--- src/rtl/comm_sequencer.sv ---
// comm_sequencer: triggers every enabled ultrasonic channel, collects the
// distances, sends them as a framed byte stream over a valid/ready TX link
// and waits for a one-byte reply. If no reply arrives in time, the stored
// frame is sent again, up to a fixed number of retries. A sticky error flag
// marks a transaction that ran out of retries.
module comm_sequencer #(
  parameter int NUM_SENSORS  = 2,
  parameter int DIST_W       = 16,
  parameter int MEAS_TIMEOUT = 1000000,
  parameter int RX_TIMEOUT   = 500000,
  parameter int MAX_RETRIES  = 3
) (
  input  logic                          clk,
  input  logic                          reset,
  input  logic                          start_communication,
  input  logic [NUM_SENSORS-1:0]        sensor_mask,
  output logic [NUM_SENSORS-1:0]        start_ultra,
  input  logic [NUM_SENSORS-1:0]        ultrasonic_valid,
  input  logic [NUM_SENSORS*DIST_W-1:0] ultrasonic_distance,
  output logic [7:0]                    tx_data,
  output logic                          tx_valid,
  input  logic                          tx_ready,
  input  logic [7:0]                    rx_data,
  input  logic                          rx_valid,
  output logic                          rx_ready,
  output logic [7:0]                    cmd_data,
  output logic                          data_valid,
  output logic                          error,
  output logic                          busy,
  output logic [2:0]                    output_state
);

  localparam int TOTAL_W    = NUM_SENSORS * DIST_W;
  localparam int DATA_BYTES = TOTAL_W / 8;
  localparam int FL         = 1 + DATA_BYTES;
  localparam int MAX_A      = (FL > MEAS_TIMEOUT) ? FL : MEAS_TIMEOUT;
  localparam int MAX_B      = (MAX_A > RX_TIMEOUT) ? MAX_A : RX_TIMEOUT;
  localparam int MAX_C      = (MAX_B > (MAX_RETRIES + 1)) ? MAX_B : (MAX_RETRIES + 1);
  // The extra bit keeps every counter clear of wrapping before its compare fires.
  localparam int CW         = $clog2(MAX_C) + 1;

  localparam logic [7:0]    HEADER       = 8'hA5;
  localparam logic [CW-1:0] LAST_BYTE    = CW'(FL - 1);
  localparam logic [CW-1:0] MEAS_LAST    = CW'(MEAS_TIMEOUT - 1);
  localparam logic [CW-1:0] RX_LAST      = CW'(RX_TIMEOUT - 1);
  localparam logic [CW-1:0] RETRY_LIMIT  = CW'(MAX_RETRIES);

  typedef enum logic [2:0] {
    S_IDLE    = 3'd0,
    S_MEASURE = 3'd1,
    S_SEND    = 3'd2,
    S_RECEIVE = 3'd3,
    S_ERROR   = 3'd4
  } state_t;

  state_t                 state_q;
  logic [NUM_SENSORS-1:0] mask_q;
  logic [NUM_SENSORS-1:0] captured_q;
  logic [TOTAL_W-1:0]     dist_q;
  logic [CW-1:0]          byteCnt_q;
  logic [CW-1:0]          tmo_q;
  logic [CW-1:0]          retry_q;

  logic [NUM_SENSORS-1:0] startUltra_q;
  logic [7:0]             txData_q;
  logic                   txValid_q;
  logic                   rxReady_q;
  logic [7:0]             cmdData_q;
  logic                   dataValid_q;
  logic                   error_q;

  logic [NUM_SENSORS-1:0] newCapture;
  logic [NUM_SENSORS-1:0] captured_d;
  logic [TOTAL_W-1:0]     dist_d;
  logic [TOTAL_W-1:0]     distTimeout_d;
  logic [7:0]             nextByte_d;
  logic                   measDone;
  logic                   measTimeout;
  logic                   rxTimeout;
  logic                   txFire;
  logic                   rxFire;
  logic                   lastByte;
  logic                   canRetry;

  // Capture bookkeeping: only the first strobe of each enabled channel is
  // kept, and on a measurement timeout the channels still missing read as
  // all-ones. A strobe in the timeout cycle still lands in dist_d first.
  always_comb begin
    newCapture    = ultrasonic_valid & mask_q & ~captured_q;
    captured_d    = captured_q | newCapture;
    dist_d        = dist_q;
    for (int i = 0; i < NUM_SENSORS; i++) begin
      if (newCapture[i]) begin
        dist_d[i*DIST_W +: DIST_W] = ultrasonic_distance[i*DIST_W +: DIST_W];
      end
    end
    distTimeout_d = dist_d;
    for (int i = 0; i < NUM_SENSORS; i++) begin
      if (mask_q[i] && !captured_d[i]) begin
        distTimeout_d[i*DIST_W +: DIST_W] = '1;
      end
    end
    measDone    = ((captured_d & mask_q) == mask_q);
    measTimeout = (tmo_q == MEAS_LAST);
  end

  // Next frame byte after the one on the link: frame byte n+1 is data byte n,
  // and the packed distance vector is already in little-endian channel order.
  always_comb begin
    nextByte_d = 8'h00;
    for (int b = 0; b < DATA_BYTES; b++) begin
      if (byteCnt_q == CW'(b)) begin
        nextByte_d = dist_q[b*8 +: 8];
      end
    end
    txFire    = txValid_q && tx_ready;
    rxFire    = rxReady_q && rx_valid;
    lastByte  = (byteCnt_q == LAST_BYTE);
    rxTimeout = (tmo_q == RX_LAST);
    canRetry  = (retry_q < RETRY_LIMIT);
  end

  // Main sequencer. Every output is registered here, and the header byte is
  // loaded on the edge that enters SEND so it is valid in the first SEND cycle.
  always_ff @(posedge clk or negedge reset) begin
    if (!reset) begin
      state_q      <= S_IDLE;
      mask_q       <= '0;
      captured_q   <= '0;
      dist_q       <= '0;
      byteCnt_q    <= '0;
      tmo_q        <= '0;
      retry_q      <= '0;
      startUltra_q <= '0;
      txData_q     <= 8'h00;
      txValid_q    <= 1'b0;
      rxReady_q    <= 1'b0;
      cmdData_q    <= 8'h00;
      dataValid_q  <= 1'b0;
      error_q      <= 1'b0;
    end else begin
      startUltra_q <= '0;
      dataValid_q  <= 1'b0;
      case (state_q)
        S_IDLE: begin
          if (start_communication) begin
            mask_q       <= sensor_mask;
            captured_q   <= '0;
            dist_q       <= '0;
            tmo_q        <= '0;
            retry_q      <= '0;
            error_q      <= 1'b0;
            startUltra_q <= sensor_mask;
            state_q      <= S_MEASURE;
          end
        end

        S_MEASURE: begin
          captured_q <= captured_d;
          if (measDone) begin
            dist_q    <= dist_d;
            byteCnt_q <= '0;
            txData_q  <= HEADER;
            txValid_q <= 1'b1;
            state_q   <= S_SEND;
          end else if (measTimeout) begin
            dist_q    <= distTimeout_d;
            byteCnt_q <= '0;
            txData_q  <= HEADER;
            txValid_q <= 1'b1;
            state_q   <= S_SEND;
          end else begin
            dist_q <= dist_d;
            tmo_q  <= tmo_q + 1'b1;
          end
        end

        S_SEND: begin
          if (txFire) begin
            if (lastByte) begin
              txValid_q <= 1'b0;
              rxReady_q <= 1'b1;
              tmo_q     <= '0;
              state_q   <= S_RECEIVE;
            end else begin
              byteCnt_q <= byteCnt_q + 1'b1;
              txData_q  <= nextByte_d;
            end
          end
        end

        S_RECEIVE: begin
          if (rxFire) begin
            cmdData_q   <= rx_data;
            dataValid_q <= 1'b1;
            rxReady_q   <= 1'b0;
            state_q     <= S_IDLE;
          end else if (rxTimeout) begin
            rxReady_q <= 1'b0;
            tmo_q     <= '0;
            if (canRetry) begin
              retry_q   <= retry_q + 1'b1;
              byteCnt_q <= '0;
              txData_q  <= HEADER;
              txValid_q <= 1'b1;
              state_q   <= S_SEND;
            end else begin
              state_q <= S_ERROR;
            end
          end else begin
            tmo_q <= tmo_q + 1'b1;
          end
        end

        S_ERROR: begin
          error_q <= 1'b1;
          state_q <= S_IDLE;
        end

        default: begin
          state_q <= S_IDLE;
        end
      endcase
    end
  end

  assign start_ultra  = startUltra_q;
  assign tx_data      = txData_q;
  assign tx_valid     = txValid_q;
  assign rx_ready     = rxReady_q;
  assign cmd_data     = cmdData_q;
  assign data_valid   = dataValid_q;
  assign error        = error_q;
  assign busy         = (state_q != S_IDLE);
  assign output_state = state_q;

endmodule

--- config.mk ---
export PLATFORM = sky130hd
export DESIGN_NAME = comm_sequencer
export DESIGN_NICKNAME = d
export VERILOG_FILES = /design/src/rtl/comm_sequencer.sv
export SDC_FILE = /design/constraint.sdc
export NUM_CORES = 1
export LEC_CHECK = 0
export BUFFER_PORTS_ARGS = -buffer_cell sky130_fd_sc_hd__buf_2
export CORE_ASPECT_RATIO = 0.8
export CORE_MARGIN = 4
export CORE_UTILIZATION = 34
export DETAILED_ROUTE_END_ITERATION = 10
export GPL_ROUTABILITY_DRIVEN = 1
export PLACE_DENSITY_LB_ADDON = 0.25
export SETUP_SLACK_MARGIN = 0.1
export SYNTH_ARGS = -nofsm -noshare
export SYNTH_HDL_FRONTEND = slang
export SYNTH_SLANG_ARGS = --single-unit
--- constraint.sdc ---
create_clock -name clk -period 3.1 [get_ports clk]
set_clock_uncertainty 0.05 [all_clocks]
set_input_delay 0.465 -clock clk [delete_from_list [all_inputs] [get_ports clk]]
set_output_delay 0.465 -clock clk [all_outputs]
set_load 0.05 [all_outputs]
* Word-level counts from Yosys, hierarchy flattened
Index checks and enable logic that the tools add are counted.
Widths: inputs -> output; s select.
** Cells by class
- Mux-type cells :: 70
- Reduce and logical (&&, ||, !) cells :: 25
- Multipliers :: 0
- Equality and inequality tests :: 22
- $add $sub $neg :: 3
- Magnitude comparators :: 1
- Div/mod/pow operators :: 0
- Shift-type cells :: 0
- Bitwise operators :: 5
** Operator list (count)
- $mux 21 :: 17
- $mux 32 :: 3
- $mux 8 :: 11
- $pmux 21 s4 :: 1
- $mux 16 :: 4
- $pmux 32 s2 :: 1
- $add 21x1->21 const B :: 3
- $pmux 21 s3 :: 1
- $eq 21x2->1 const B :: 2
- $pmux 21 s2 :: 1
- $mux 3 :: 8
- $pmux 8 s3 :: 1
- $eq 21x1->1 const B :: 1
- $eq 21x19->1 const B :: 1
- $eq 21x20->1 const B :: 1
- $eq 21x3->1 const B :: 1
- $logic_not 21->1 :: 1
- $lt 21x2->1 const B :: 1
- $reduce_and 7->1 :: 3
- $ne 2x2->1 const B :: 9
- $mux 1 :: 14
- $pmux 3 s4 :: 1
- $reduce_and 5->1 :: 2
- $reduce_and 2->1 :: 4
- other kinds (19) :: 34
** Storage, ports and cells
- Memories kept :: 0
- Bits in read-only memories :: 0
- Output and inout port bits :: 26
- Bits in latches :: 0
- Bits in registers :: 124
- Bits in writable memories :: 0
- Word-level logic and storage cells :: 140

* Depth between registers and ports, before layout
- Depth after elaboration :: 9
- Mapped depth :: 10
- Gate-level depth less buffers :: 8

* Worst setup path before layout
OpenSTA, ideal clock, no wires.
- Kind :: register to register
- Start point :: reg state_q[0] (netlist: output_state[0])
- End point :: reg tmo_q[9]
- Path buffers :: 3
- Stages on the path, launching flop included :: 10
- Clock period less this slack :: 2.612 ns
- Arrival time :: 2.425 ns
- Setup slack :: 0.488 ns
- Cells stage by stage :: dfrtp_1 > buf_2 > or3b_2 > clkbuf_1 > or3_1 > o31a_1 > nand4_1 > buf_2 > or3_1 > a21oi_1
** Between the ends
- Longest elaborated chain between the ends :: 3
** RTL lines
- start, declared :: line 56 : state_t state_q;
- start signal, assigned :: line 127 : state_q <= S_IDLE;
- start signal, assigned :: line 154 : state_q <= S_MEASURE;
- start signal, assigned :: line 165 : state_q <= S_SEND;
- $eq 3x2->1, or another cell as far along :: line 144 : case (state_q)
- $reduce_bool 4->1 (no line) or $ne 2x2->1 (tied branches)
- $reduce_and 7->1 (no line)
- end signal, assigned :: line 174 : tmo_q <= tmo_q + 1'b1;
- end signal, assigned :: line 211 : tmo_q <= tmo_q + 1'b1;
- end, declared :: line 61 : logic [CW-1:0] tmo_q;
Parallel ways exist; a longest one is shown, timed or not.
A chain may end at the register's enable or synchronous reset.

* Final worst setup path
- Start point :: reg tmo_q[6]
- End point :: reg byteCnt_q[18]
** Between the ends
- Longest elaborated chain between the ends :: 3
** RTL lines
- $eq 21x20->1 or $eq 21x19->1 (tied branches) :: line 104, 119
- $ne 3x3->1 (no line) or $ne 2x2->1 (tied branches)
- $reduce_and 7->1 (no line) *
- end signal, assigned :: line 186 : byteCnt_q <= byteCnt_q + 1'b1;
- end, declared :: line 60 : logic [CW-1:0] byteCnt_q;
Every way passes the cells marked *; elsewhere a longest branch is shown, timed or not.

==> flow_metrics.tcl <==
set metrics [dict create \
    finalCritPeriodShare_pct 89.0 \
    gp_congestion 0.824 \
    start_util_pct 34.7 \
    wl_per_cell_um 16.8 \
    status "complete, no violations" \
    clk_path_buf_depth 2 \
    cts_tree "done" \
    setup-violations-final 0 \
    ys_top_cells_by_area "dfrtp_1, o221a_2, o21ai_0, nand2_1, a21oi_1" \
    avgSynthCellArea_um2 10.2 \
    drcViolationCount 0 \
    share_comb_of_total_power_pct 1.9 \
    worst_slack_ns 0.341 \
    finalSetupTns_ns 0 \
    fp-row-count 43 \
    synthCells 587 \
    min_path_type "primary input to flop" \
    htreeDepth 4 \
    rsz0062_at_grt "no" \
    power_density_nw_per_um2 526 \
    synthTopCellsByCount "dfrtp_1, nand2_1, o21ai_0" \
    max_slew_margin_pct 50.4 \
    synth_edf_count 0 \
    crit_arrival_ns 3.03 \
    p_sw_share_pct 20.4 \
    num_vias 4935 \
    synth-seq-area-share_pct 51.7 \
    cts_resized 0 \
    yosysTopAreaCellShare_pct 51.7 \
    die_w_um 157 \
    synthFlopType "dfrtp_1" \
    power_frac_clock_pct 55.9 \
    first_pass_iters 5 \
    cp_max_fo 11 \
    worstSetupPathType "flop to flop" \
    post_layout_nonfiller_instances 903 \
    p_leak_nw 3.38 \
    worst_setup_path_end_kind "flop" \
    fin_total_pwr_w 0.00384 \
    antenna_found_initial 0 \
    placed_cells 869 \
    seqPwrFrac_pct 42.2 \
    post-synth-top-count-cell "dfrtp_1" \
    drv_slew 0 \
    detail_route.iter0.violations 384 \
    die_area_um2 19900 \
    grt_pass1_vias 4778 \
    p_sw_w 0.000781 \
    postSynth.asyncResetShare_pct 100 \
    cts_buffers 17 \
    required_ns 3.37 \
    synth_area_leader_cell "dfrtp_1" \
    io_pins 75 \
    nFillCells 1684 \
    gr-total-overflow 0 \
    core_um2 17300 \
    port_buffers 74 \
    worst_pin_slew_ns 0.737 \
    cap_viol_max_count 0 \
    clock-root-buffer "clkbuf_16" \
    vias_per_cell 5.47 \
    post-place-ws_ns 0.318 \
    cts_sinks 124 \
    max_freq_mhz 362 \
    yosysWarnings 0 \
    hpwl_mm 10.6 \
    start_kind "flop" \
    yosysUniqueCellTypes 54 \
    path_clk_slew_ns 0.06 \
    die_h_um 127 \
    syn_nets 642 \
    synth_seq_cells 124 \
    final_nets 720 \
    peakVddDrop_mv 0.273 \
    drive_gt1_share_pct 26.3 \
    grt_first_pass_wirelength_mm 25.2 \
    diodes 0 \
    finalWirelength_mm 15.2 \
    hold_ws_ns 0.231 \
    grt_max_degree 60 \
    clk_latency_ns 0.42 \
    fin_crit_ns 2.76 \
    finalHoldViolCount 0 \
    area_growth_pct 21.6 \
    internal-power_w 0.00306 \
    final_antenna_net_count 0 \
    netlist_area_um2 6000 \
    groute.usage.overall_pct 15.8 \
]
[cells by family after synthesis]
group	count (synthesis)	share of synthesized area (%)
AND/OR/NAND/NOR	220	20.3
flip-flops	124	51.7
buffers and inverters	44	3.19
XOR/XNOR	2	0.292
AO/OA/AOI/OAI	178	20.7
multiplexers	13	2.56
adder cells (fa/ha/maj)	6	1.25
[what timing repair did]
| item | in CTS | in global routing |
|---|---|---|
| hold buffers | 1 | 0 |
| endpoints found under the hold margin | 34 | 0 |
| endpoints found under the setup margin | 0 | 2 |
| setup buffers | 0 | 1 |
[layer usage]
metal	routed length (µm)	vias to the layer above	global-route usage, %
met5	0	-	0
met1	7450	2441	23.0
met2	6810	126	23.0
li1	-	2356	-
met3	729	12	4.02
met4	163	0	5.00
[power by group through the flow]
stage	Combinational [W]	Sequential, W	Clock, W
2_1_floorplan	0.000000810	0.00165	0
3_3_place_gp	0.0000722	0.00165	0
3_5_place_dp	0.0000749	0.00165	0
4_1_cts	0.0000760	0.00162	0.00219
5_1_grt	0.0000838	0.00162	0.00227
6_report	0.0000730	0.00162	0.00214
[flip-flops by register name (all words and copies together) (netlist names), 2 cells and up]
signal        count
retry_q          21
byteCnt_q        21
dist_q           32
tmo_q            21
output_state      3
tx_data           8
captured_q        2
mask_q            2
start_ultra       2
cmd_data          8
[critical path: stages (launching register included)]
cell	delay, ns
dfrtp_1	0.39
or4_1	0.53
or4_4	0.57
o21ai_1	0.35
and3_4	0.36
nand3_4	0.15
o31ai_1	0.27
[cells in the final DEF, fill, tap and decap left out, drive strengths merged, types with 2 or more instances in the layout]
master    instances
a21o              3
a21oi            36
a221oi            5
a22o              5
a31oi            14
and2             23
and3             12
and4              2
buf              91
bufinv            4
clkbuf           22
clkinv            4
clkinvlp          2
dfrtp           124
ha                6
inv              11
mux2             13
nand2            54
nand2b            3
nand3            18
nand3b            6
nand4            13
nor2             28
nor2b             8
nor3             12
nor3b             6
nor4             11
o21a              6
o21ai            57
o221a            32
o31a              2
o31ai            12
or3              13
or4               6
or4b              2
[through the flow]
stage | utilization [%] | area [µm²]
global route | 42.1 | 7300
global placement | 38.4 | 6650
floorplan | - | 6000
finish | 42.1 | 7300
detailed placement | 38.4 | 6650
CTS | 42.1 | 7290
[path summary, 6_finish.rpt]
path	endpoint	from	slack [ns]	depth (start not counted)
hold reg to reg	retry_q[6]	retry_q[6]	0.43	1
setup reg to reg	byteCnt_q[18]	tmo_q[6]	0.34	6
min in group asynchronous	dist_q[30]	reset	0.51	2
hold / removal	cmd_data[7]	rx_data[7]	0.23	2
setup / recovery	byteCnt_q[18]	tmo_q[6]	0.34	6
max in group asynchronous	tmo_q[7]	reset	1.67	3
[layout make-up]
cell class	instances	area (µm²)	area share [%]
sequential	124	3100	42.5
multi-input combinational	419	2710	37.2
timing repair buffer	92	523	7.16
clock buffer	22	474	6.50
tap	225	282	3.86
clock inverter	10	163	2.23
inverter	11	41.3	0.566
(Power assumes the default switching activity.)
